<file path="config.mk">
export PLATFORM = sky130hd
export DESIGN_NAME = agg_collect
export DESIGN_NICKNAME = d
export VERILOG_FILES = /design/src/rtl/agg_collect_pkg.sv /design/src/rtl/agg_collect.sv
export SDC_FILE = /design/constraint.sdc
export NUM_CORES = 1
export LEC_CHECK = 0
export CAP_MARGIN = 20
export CORE_ASPECT_RATIO = 1.75
export CORE_MARGIN = 4
export CORE_UTILIZATION = 45
export DETAILED_ROUTE_END_ITERATION = 10
export MAX_ROUTING_LAYER = met4
export PLACE_DENSITY = 0.64
export SYNTH_ARGS = -nofsm -noshare
export SYNTH_HDL_FRONTEND = slang
export SYNTH_SLANG_ARGS = --single-unit
export TNS_END_PERCENT = 5
</file>
<file path="constraint.sdc">
create_clock -name clock -period 5.2 [get_ports clock]
set_clock_uncertainty 0.05 [all_clocks]
set_input_delay 1.04 -clock clock [delete_from_list [all_inputs] [get_ports clock]]
set_output_delay 1.04 -clock clock [all_outputs]
set_load 0.01 [all_outputs]
</file>
<file path="src/rtl/agg_collect_pkg.sv">
// Shared definitions for the aggregation collector: memory map, flag bit
// positions, datapath widths and small word helpers.
package agg_collect_pkg;

    localparam int WORD_W  = 16;
    localparam int ADDR_W  = 11;
    localparam int ACC_W   = 20;
    localparam int COUNT_W = 5;

    // Default memory map of the member record
    localparam logic [ADDR_W-1:0] FLAGS_ADDR_DEF = 11'h001;
    localparam logic [ADDR_W-1:0] COUNT_ADDR_DEF = 11'h002;
    localparam logic [ADDR_W-1:0] SUM_ADDR_DEF   = 11'h004;
    localparam logic [ADDR_W-1:0] MAX_ADDR_DEF   = 11'h005;
    localparam logic [ADDR_W-1:0] BUF_BASE_DEF   = 11'h010;

    // Bit positions inside the flags word
    localparam int FLAG_ROLE_BIT = 7;
    localparam int FLAG_AGG_BIT  = 6;

    // Clamp the wide accumulator to a single memory word
    function automatic logic [WORD_W-1:0] sat_word(input logic [ACC_W-1:0] v);
        return (|v[ACC_W-1:WORD_W]) ? {WORD_W{1'b1}} : v[WORD_W-1:0];
    endfunction

    // Consume the aggregation request; the role bit and every other bit pass through
    function automatic logic [WORD_W-1:0] clear_agg_flag(input logic [WORD_W-1:0] f);
        logic [WORD_W-1:0] r;
        r                = f;
        r[FLAG_AGG_BIT]  = 1'b0;
        r[FLAG_ROLE_BIT] = f[FLAG_ROLE_BIT];
        return r;
    endfunction

endpackage

</file>
<file path="src/rtl/agg_collect.sv">
// Aggregation collector: reads a flags word and a member count from memory,
// sums and maxes the member words, then writes sum, max and the updated flags.
// All memory-side outputs are registered; reads use a two-cycle ADDR/CAP rhythm.
module agg_collect
    import agg_collect_pkg::*;
#(
    parameter int                MAX_MEMBERS = 16,
    parameter logic [ADDR_W-1:0] FLAGS_ADDR  = FLAGS_ADDR_DEF,
    parameter logic [ADDR_W-1:0] COUNT_ADDR  = COUNT_ADDR_DEF,
    parameter logic [ADDR_W-1:0] SUM_ADDR    = SUM_ADDR_DEF,
    parameter logic [ADDR_W-1:0] MAX_ADDR    = MAX_ADDR_DEF,
    parameter logic [ADDR_W-1:0] BUF_BASE    = BUF_BASE_DEF
) (
    input  logic              clock,
    input  logic              nrst,
    input  logic              en,
    input  logic              start,
    input  logic [WORD_W-1:0] data_in,
    output logic [ADDR_W-1:0] address,
    output logic              wr_en,
    output logic [WORD_W-1:0] data_out,
    output logic              aggregated,
    output logic              done
);

    typedef enum logic [2:0] {
        S_IDLE,
        S_RD_FLAGS,
        S_RD_COUNT,
        S_RD_DATA,
        S_WR_SUM,
        S_WR_MAX,
        S_WR_FLAGS,
        S_DONE
    } state_e;

    localparam logic [COUNT_W-1:0] MAX_N = COUNT_W'(MAX_MEMBERS);

    state_e              state_q,      state_d;
    logic                cap_q,        cap_d;      // 0: address phase, 1: capture phase
    logic [ADDR_W-1:0]   address_q,    address_d;
    logic                wr_en_q,      wr_en_d;
    logic [WORD_W-1:0]   data_out_q,   data_out_d;
    logic                aggregated_q, aggregated_d;
    logic                done_q,       done_d;
    logic [WORD_W-1:0]   flags_q,      flags_d;
    logic [COUNT_W-1:0]  count_q,      count_d;
    logic [COUNT_W-1:0]  idx_q,        idx_d;
    logic [ACC_W-1:0]    sum_q,        sum_d;
    logic [WORD_W-1:0]   max_q,        max_d;

    logic [ACC_W-1:0]    sum_acc;
    logic [WORD_W-1:0]   max_acc;
    logic [COUNT_W-1:0]  n_raw;
    logic [COUNT_W-1:0]  n_clamp;

    assign sum_acc = sum_q + ACC_W'(data_in);
    assign max_acc = (data_in > max_q) ? data_in : max_q;
    assign n_raw   = data_in[COUNT_W-1:0];
    assign n_clamp = (n_raw > MAX_N) ? MAX_N : n_raw;

    // State and output registers, cleared immediately by nrst
    always_ff @(posedge clock or negedge nrst) begin
        if (!nrst) begin
            state_q      <= S_IDLE;
            cap_q        <= 1'b0;
            address_q    <= '0;
            wr_en_q      <= 1'b0;
            data_out_q   <= '0;
            aggregated_q <= 1'b0;
            done_q       <= 1'b0;
            flags_q      <= '0;
            count_q      <= '0;
            idx_q        <= '0;
            sum_q        <= '0;
            max_q        <= '0;
        end else begin
            state_q      <= state_d;
            cap_q        <= cap_d;
            address_q    <= address_d;
            wr_en_q      <= wr_en_d;
            data_out_q   <= data_out_d;
            aggregated_q <= aggregated_d;
            done_q       <= done_d;
            flags_q      <= flags_d;
            count_q      <= count_d;
            idx_q        <= idx_d;
            sum_q        <= sum_d;
            max_q        <= max_d;
        end
    end

    // Next-state and next-output logic; write strobe and data default low
    always_comb begin
        state_d      = state_q;
        cap_d        = cap_q;
        address_d    = address_q;
        wr_en_d      = 1'b0;
        data_out_d   = '0;
        aggregated_d = aggregated_q;
        done_d       = done_q;
        flags_d      = flags_q;
        count_d      = count_q;
        idx_d        = idx_q;
        sum_d        = sum_q;
        max_d        = max_q;

        case (state_q)
            S_IDLE: begin
                if (en && start) begin
                    address_d = FLAGS_ADDR;
                    cap_d     = 1'b0;
                    flags_d   = '0;
                    count_d   = '0;
                    idx_d     = '0;
                    sum_d     = '0;
                    max_d     = '0;
                    state_d   = S_RD_FLAGS;
                end
            end

            S_RD_FLAGS: begin
                if (!cap_q) begin
                    cap_d = 1'b1;
                end else begin
                    cap_d   = 1'b0;
                    flags_d = data_in;
                    if (!data_in[FLAG_AGG_BIT]) begin
                        aggregated_d = 1'b0;
                        state_d      = S_DONE;
                    end else begin
                        address_d = COUNT_ADDR;
                        state_d   = S_RD_COUNT;
                    end
                end
            end

            S_RD_COUNT: begin
                if (!cap_q) begin
                    cap_d = 1'b1;
                end else begin
                    cap_d   = 1'b0;
                    count_d = n_clamp;
                    if (n_clamp == '0) begin
                        // Empty member list: go straight to the result writes
                        address_d  = SUM_ADDR;
                        data_out_d = sat_word(sum_q);
                        wr_en_d    = 1'b1;
                        state_d    = S_WR_SUM;
                    end else begin
                        address_d = BUF_BASE;
                        state_d   = S_RD_DATA;
                    end
                end
            end

            S_RD_DATA: begin
                if (!cap_q) begin
                    cap_d = 1'b1;
                end else begin
                    cap_d = 1'b0;
                    sum_d = sum_acc;
                    max_d = max_acc;
                    if (idx_q == count_q - 1'b1) begin
                        // Last member: the sum write goes out with the fresh total
                        address_d  = SUM_ADDR;
                        data_out_d = sat_word(sum_acc);
                        wr_en_d    = 1'b1;
                        state_d    = S_WR_SUM;
                    end else begin
                        idx_d     = idx_q + 1'b1;
                        address_d = address_q + 1'b1;
                    end
                end
            end

            // The three result writes go out on successive cycles, each its own
            // single-cycle strobe carrying its own address and data.
            S_WR_SUM: begin
                address_d  = MAX_ADDR;
                data_out_d = max_q;
                wr_en_d    = 1'b1;
                state_d    = S_WR_MAX;
            end

            S_WR_MAX: begin
                address_d  = FLAGS_ADDR;
                data_out_d = clear_agg_flag(flags_q);
                wr_en_d    = 1'b1;
                state_d    = S_WR_FLAGS;
            end

            S_WR_FLAGS: begin
                aggregated_d = 1'b1;
                state_d      = S_DONE;
            end

            S_DONE: begin
                // done is always shown for at least one cycle, even if en already dropped
                if (!done_q) begin
                    done_d = 1'b1;
                end else if (!en) begin
                    done_d       = 1'b0;
                    aggregated_d = 1'b0;
                    state_d      = S_IDLE;
                end
            end

            default: begin
                state_d = S_IDLE;
            end
        endcase
    end

    assign address    = address_q;
    assign wr_en      = wr_en_q;
    assign data_out   = data_out_q;
    assign aggregated = aggregated_q;
    assign done       = done_q;

endmodule

</file>
==> impl_results.rst, run 1 <==
.. list-table::
   :header-rows: 1

   * - Metric
     - Value
   * - Worst slew slack as a fraction of its limit
     - 30.72%
   * - Data arrival time at the worst-slack endpoint
     - 4.55 ns
   * - Clock latency of the later-clocked register in the worst-skew pair
     - 0.34 ns
   * - Number of input and output port buffers inserted
     - 49
   * - GRT overflow
     - 0
   * - Detailed Routing Iterations Pass 1
     - 5
   * - Top library cells by usage in the layout, fill and taps aside
     - dfrtp_1, nand2_1, nor2_1
   * - RSZ-0062 raised after global routing
     - no
   * - Violation count after the first detailed-routing iteration
     - 282
   * - Antenna-violating nets left
     - 0
   * - Global-route wire length before repair
     - 29150 um
   * - Die area
     - 0.01627 mm2
   * - Final non-filler cell total
     - 950
   * - Largest voltage drop on the vdd net
     - 0.3851 mV
   * - Initial core utilization
     - 46.03%
   * - Residual DRC
     - 0
   * - Async SR Flop Fraction
     - 100.0%
   * - Die Width
     - 98.16 um
   * - Most common library cell in the layout ignoring fill and taps
     - dfrtp_1
   * - Proportion of layout cells with a drive suffix above 1
     - 6.727%
   * - Number of buffers created by CTS
     - 9
   * - Portion of the post-synthesis area used by sequential elements
     - 37.14%
   * - Most used flip-flop cell after synthesis
     - dfrtp_1
   * - Count of different cell masters after synthesis
     - 63
   * - Post-Syn Instances
     - 744
   * - Syn. warnings
     - 0
   * - Site Rows
     - 57
   * - Endpoints failing hold
     - 0
   * - Clock sinks
     - 95
   * - Number of hold-repair buffers added at the cts stage
     - 0
   * - Initial antenna violation count
     - 0
   * - Die span in y
     - 165.8 um
   * - EDFF count, synth
     - 0
   * - Final critical-path required period
     - 4.373 ns
   * - Syn Std Cell Area
     - 0.006401 mm2
   * - TritonCTS clock tree
     - built
   * - # resized after CTS
     - 0
   * - Number of placed instances, taps included
     - 932
   * - Core region area
     - 0.01391 mm2
   * - Half-perimeter wire length of the detailed placement result
     - 12990 um
   * - Max cap viols
     - 0
   * - Synth Net Count
     - 804
   * - Worst-path clk slew
     - 0.06 ns
   * - Maximum number of pins on one net before global-route repair
     - 60
   * - Final Core Density
     - 52.43%
   * - Overall routed net length
     - 17670 um
   * - Setup crit start kind
     - primary input
   * - Result of the run
     - complete, no violations
   * - Required time at the worst-slack endpoint
     - 5.37 ns
   * - H-Tree Level Count
     - 3
   * - Wire per inst
     - 18.60 um
   * - Count of final max-slew check failures
     - 0
   * - Power per cell area
     - 547.0 mW/mm2
   * - I/O pin count
     - 50
   * - Detailed-route vias per instance
     - 5.925
   * - Static leakage power
     - 3.310 nW
   * - Total Routing Usage GR
     - 22.63%
   * - Library cell used as clock root buffer
     - clkbuf_16
   * - Maximum root-to-sink buffer count
     - 2
   * - Via count of the first global-routing pass
     - 5785
   * - Setup violations, final
     - 0
   * - Post-Route Setup TNS
     - 0 ns
   * - Actual slew at the worst max-slew pin
     - 1.038 ns
   * - Growth of design area from synthesis to finish
     - 13.92%
   * - Design Area, Final
     - 0.007292 mm2
   * - Total setup buffers inserted after CTS
     - 0
   * - Vias
     - 5629
   * - Biggest fanout along the worst timing path
     - 16
   * - Mean Syn Cell Area
     - 8.604 um2
   * - Final GP Congestion
     - 0.9059
   * - Class of the most critical hold timing path
     - flip-flop to flip-flop
   * - Classification of the worst setup path
     - primary input to flip-flop
   * - Crit end category
     - flip-flop
   * - Number of register bits inferred by synthesis
     - 95
   * - Part of the cycle the worst path needs
     - 84.10%
   * - Post-detailed-placement cell area
     - 0.006975 mm2
   * - Count of inserted antenna diode cells
     - 0
   * - Maximum operating frequency
     - 0.2287 GHz
   * - Count of filler cells inserted in the layout
     - 1311
   * - Final #Nets
     - 828
   * - Worst hold slack
     - 0.4380 ns
path summary, 6_finish.rpt:
path                                  start  slack [ns]  cells after the start            to
worst min-delay path            address[10]        0.44                      1   address[10]
max in group asynchronous              nrst        3.39                      2   flags_q[15]
worst min register to register  address[10]        0.44                      1   address[10]
worst max register to register     sum_q[0]        1.66                      9  data_out[10]
worst max-delay path             data_in[0]        0.83                     10  data_out[10]
min in group asynchronous              nrst        0.72                      1         wr_en
per-layer routing:
metal	GRT usage, %	part of all wire, %	up-vias	wire [um]
li1	-	-	2720	-
met1	25.76	40	2718	7063
met2	39.61	53	153	9340
met3	2.984	4.0	38	706
met4	9.453	3.1	0	556
met5	-	0	-	0
cell families after synthesis:
family | synth area share, %
AOI/OAI and AO/OA | 21.66
adders and majority gates | 7.936
and+or+nand+nor | 18.55
buffers and inverters | 5.199
DFF | 37.14
xor gates and xnor gates | 3.421
muxes | 6.098
worst max-delay path: stages:
cell and delay [ns]:
clkdlybuf4s50_1 0.49, ha_1 0.28, fa_1 0.45, a21o_1 0.21
a2bb2oi_2 0.17, a311oi_1 0.11, or3_1 0.34, xor2_1 0.17
or4b_1 0.88, o31a_1 0.42
cell type report:
cell class | count | area (um2) | area share [%]
Clock buffer | 12 | 256.5 | 3.518
Sequential cell | 95 | 2377 | 32.60
Inverter | 36 | 135.1 | 1.853
Timing Repair Buffer | 59 | 578.1 | 7.927
Clock inverter | 4 | 30.03 | 0.4118
Tap cell | 177 | 221.5 | 3.037
Multi-Input combinational cell | 567 | 3694 | 50.65
synth_stat cells, drive strengths merged (4+ instances only):
master	n	share of area [%]
o21a	4	0.47
inv	35	2.1
o21ai	54	4.2
nor2	69	4.0
mux2i	21	3.3
o22ai	18	1.8
a31oi	4	0.39
clkbuf	34	2.0
a21o	10	1.2
nand2b	11	1.1
a211oi	9	1.1
or3	4	0.39
o22a	15	2.1
nand4	11	1.1
nand3	36	2.8
nand2	91	5.4
and2	4	0.39
o31a	16	2.2
mux2	16	2.8
xor2	9	1.2
and3	10	0.98
a21oi	38	3.2
nor3	11	0.86
ha	39	7.6
nor2b	4	0.39
buf	12	1.1
dfrtp	95	37
o31ai	6	0.70
xnor2	16	2.2
flip-flops by register name, summed over array words and instances, names as in the netlist:
name / flops
done: 1
state_q: 3
sum_q: 20
flags_q: 15
wr_en: 1
aggregated: 1
idx_q: 5
data_out: 16
max_q: 16
cap_q: 1
address: 11
count_q: 5
stage by stage:
step / worst slack, ns / total power [W]
after floorplan: 1.419 / 0.002786
after global placement: 0.5318 / 0.003281
after detailed placement: 0.4520 / 0.003343
after CTS: 0.8211 / 0.003996
after global routing: 0.6915 / 0.004317
final: 0.8266 / 0.003989
power by group:
group          internal (W)  switching [W]
registers          0.000987       0.000242
logic              0.000847        0.00127
clock network      0.000352       0.000288
total               0.00219        0.00180
(Power assumes the default switching activity.)
==> run 2: changes to the inputs <==
- clock period: 5.2 -> 4.6 ns (I/O delays scaled with it)
==> impl_results.rst, run 2 (synthesized netlist as in run 1, its figures left out) <==
.. list-table::
   :header-rows: 1

   * - Metric
     - Value
   * - Max cap viols
     - 0 (unchanged)
   * - Static leakage power
     - 3.328 nW (+0.55%)
   * - Clock latency of the later-clocked register in the worst-skew pair
     - 0.35 ns (about the same)
   * - Top library cells by usage in the layout, fill and taps aside
     - dfrtp_1, nand2_1, nor2_1
   * - Residual DRC
     - 0 (unchanged)
   * - Antenna-violating nets left
     - 0 (unchanged)
   * - Die span in y
     - 165.8 um (unchanged)
   * - Maximum root-to-sink buffer count
     - 2 (unchanged)
   * - Count of final max-slew check failures
     - 0 (unchanged)
   * - Endpoints failing hold
     - 0 (unchanged)
   * - Dpl ws
     - 0.2562 ns (-0.1958 ns)
   * - Class of the most critical hold timing path
     - flip-flop to flip-flop
   * - Hold path depth
     - 1 (unchanged)
   * - Actual slew at the worst max-slew pin
     - 1.082 ns (+0.04349 ns)
   * - Final setup slack of the worst path
     - 0.5716 ns (-0.2550 ns)
   * - Overall routed net length
     - 18100 um (+2.4%)
   * - Count of filler cells inserted in the layout
     - 1301 (-0.76%)
   * - I/O pin count
     - 50 (unchanged)
   * - Vias
     - 5742 (+2.0%)
   * - Largest reg by FF count
     - sum_q
   * - Growth of design area from synthesis to finish
     - 14.17%
   * - Final GP Congestion
     - 0.9941 (+9.7%)
   * - Setup violations, final
     - 0 (unchanged)
   * - Proportion of layout cells with a drive suffix above 1
     - 6.968% (+0.24 points)
   * - Initial core utilization
     - 46.03% (unchanged)
   * - Total setup buffers inserted after CTS
     - 0 (unchanged)
   * - Die area
     - 0.01627 mm2 (unchanged)
   * - Initial antenna violation count
     - 0 (unchanged)
   * - # resized after CTS
     - 0 (unchanged)
   * - Number of hold-repair buffers added at the cts stage
     - 0 (unchanged)
   * - Setup crit start kind
     - primary input
   * - Worst-path clk slew
     - 0.07 ns (about the same)
   * - Final critical-path required period
     - 4.028 ns
   * - Classification of the worst setup path
     - primary input to flip-flop
   * - Site Rows
     - 57 (unchanged)
   * - Via count of the first global-routing pass
     - 5781 (-0.069%)
   * - Clock sinks
     - 95 (unchanged)
   * - Wire per inst
     - 19.01 um (+2.2%)
   * - Detailed-route vias per instance
     - 6.032 (+1.8%)
   * - Post-Route Setup TNS
     - 0 ns (unchanged)
   * - Data arrival time at the worst-slack endpoint
     - 4.21 ns (-0.34 ns)
   * - Final Core Density
     - 52.55% (+0.12 points)
   * - Result of the run
     - complete, no violations
   * - Most common library cell in the layout ignoring fill and taps
     - dfrtp_1
   * - Number of input and output port buffers inserted
     - 49 (unchanged)
   * - Library cell used as clock root buffer
     - clkbuf_16
   * - Maximum operating frequency
     - 0.2482 GHz
   * - RSZ-0062 raised after global routing
     - no
   * - Maximum number of pins on one net before global-route repair
     - 70 (+17%)
   * - Die Width
     - 98.16 um (unchanged)
   * - Power per cell area
     - 628.9 mW/mm2 (+15%)
   * - H-Tree Level Count
     - 3 (unchanged)
   * - Count of inserted antenna diode cells
     - 0 (unchanged)
   * - Part of the cycle the worst path needs
     - 87.57%
   * - Biggest fanout along the worst timing path
     - 16 (unchanged)
   * - Detailed Routing Iterations Pass 1
     - 5 (unchanged)
   * - Number of buffers created by CTS
     - 9 (unchanged)
   * - Crit end category
     - flip-flop
   * - Half-perimeter wire length of the detailed placement result
     - 13020 um (+0.21%)
   * - GRT overflow
     - 0 (unchanged)
   * - Final #Nets
     - 830 (+0.24%)
   * - Global-route wire length before repair
     - 29390 um (+0.83%)
   * - TritonCTS clock tree
     - built
   * - Required time at the worst-slack endpoint
     - 4.78 ns (-0.59 ns)
   * - Core region area
     - 0.01391 mm2 (unchanged)
   * - Max reg flops
     - 20 (unchanged)
   * - Total Routing Usage GR
     - 22.87% (+0.24 points)
   * - Worst slew slack as a fraction of its limit
     - 27.89% (-2.8 points)
   * - Violation count after the first detailed-routing iteration
     - 314 (+11%)
   * - Largest voltage drop on the vdd net
     - 0.3424 mV (-11%)
   * - Worst r2r path cells
     - 10 (+1)
==> run 2: final timing paths <==
kind / from / end / slack [ns]
worst max-delay path: data_in[0] / data_out[8] / 0.57
worst min-delay path: address[10] / address[10] / 0.44
worst max register to register: sum_q[0] / data_out[8] / 1.27
worst min register to register: address[10] / address[10] / 0.44
max in group asynchronous: nrst / max_q[8] / 2.88
min in group asynchronous: nrst / flags_q[2] / 0.65
==> run 2: power breakdown <==
| group | internal [W] | total (W) | switching (W) | leakage, nW |
|---|---|---|---|---|
| Combinational | 0.000968 | 0.00240 | 0.00143 | 1.93 |
| Sequential | 0.00111 | 0.00141 | 0.000293 | 1.25 |
| Clock | 0.000440 | 0.000789 | 0.000349 | 0.153 |
==> run 2: layout make-up <==
type                    instances  area, um2  share of cell area [%]
inverters                      36      135.1                   1.849
clock buffers                  10      239.0                   3.270
clock inverters                 6      66.31                  0.9074
multi-input cells             567       3691                   50.51
well taps                     177      221.5                   3.030
flip-flops and latches         95       2377                   32.53
repair buffers                 61      578.1                   7.910
==> run 2: routing by layer <==
layer / wire, um / vias to the layer above / GRT usage (%)
li1: - / 2721 / -
met3: 720 / 40 / 2.438
met2: 9458 / 196 / 40.39
met4: 592 / 0 / 9.572
met5: 0 / - / -
met1: 7324 / 2785 / 26.07
==> run 2: per-stage QoR <==
stage	cells	hold WS [ns]	cell area, um2	power, W
after floorplan	744	0.4390	6401	0.003149
after global placement	936	0.4217	7003	0.003719
after detailed placement	936	0.4284	7003	0.003786
after CTS	952	0.4440	7308	0.004586
after global routing	952	0.4707	7308	0.004949
final	952	0.4379	7308	0.004596
==> run 2: critical path, stage by stage <==
cell,delay (ns)
clkdlybuf4s50_1,0.49
ha_1,0.28
fa_1,0.44
a21o_1,0.21
a2bb2oi_2,0.19
a311oi_1,0.12
or3_1,0.34
xor2_1,0.16
or4b_1,0.51
buf_4,0.22
o31a_1,0.32
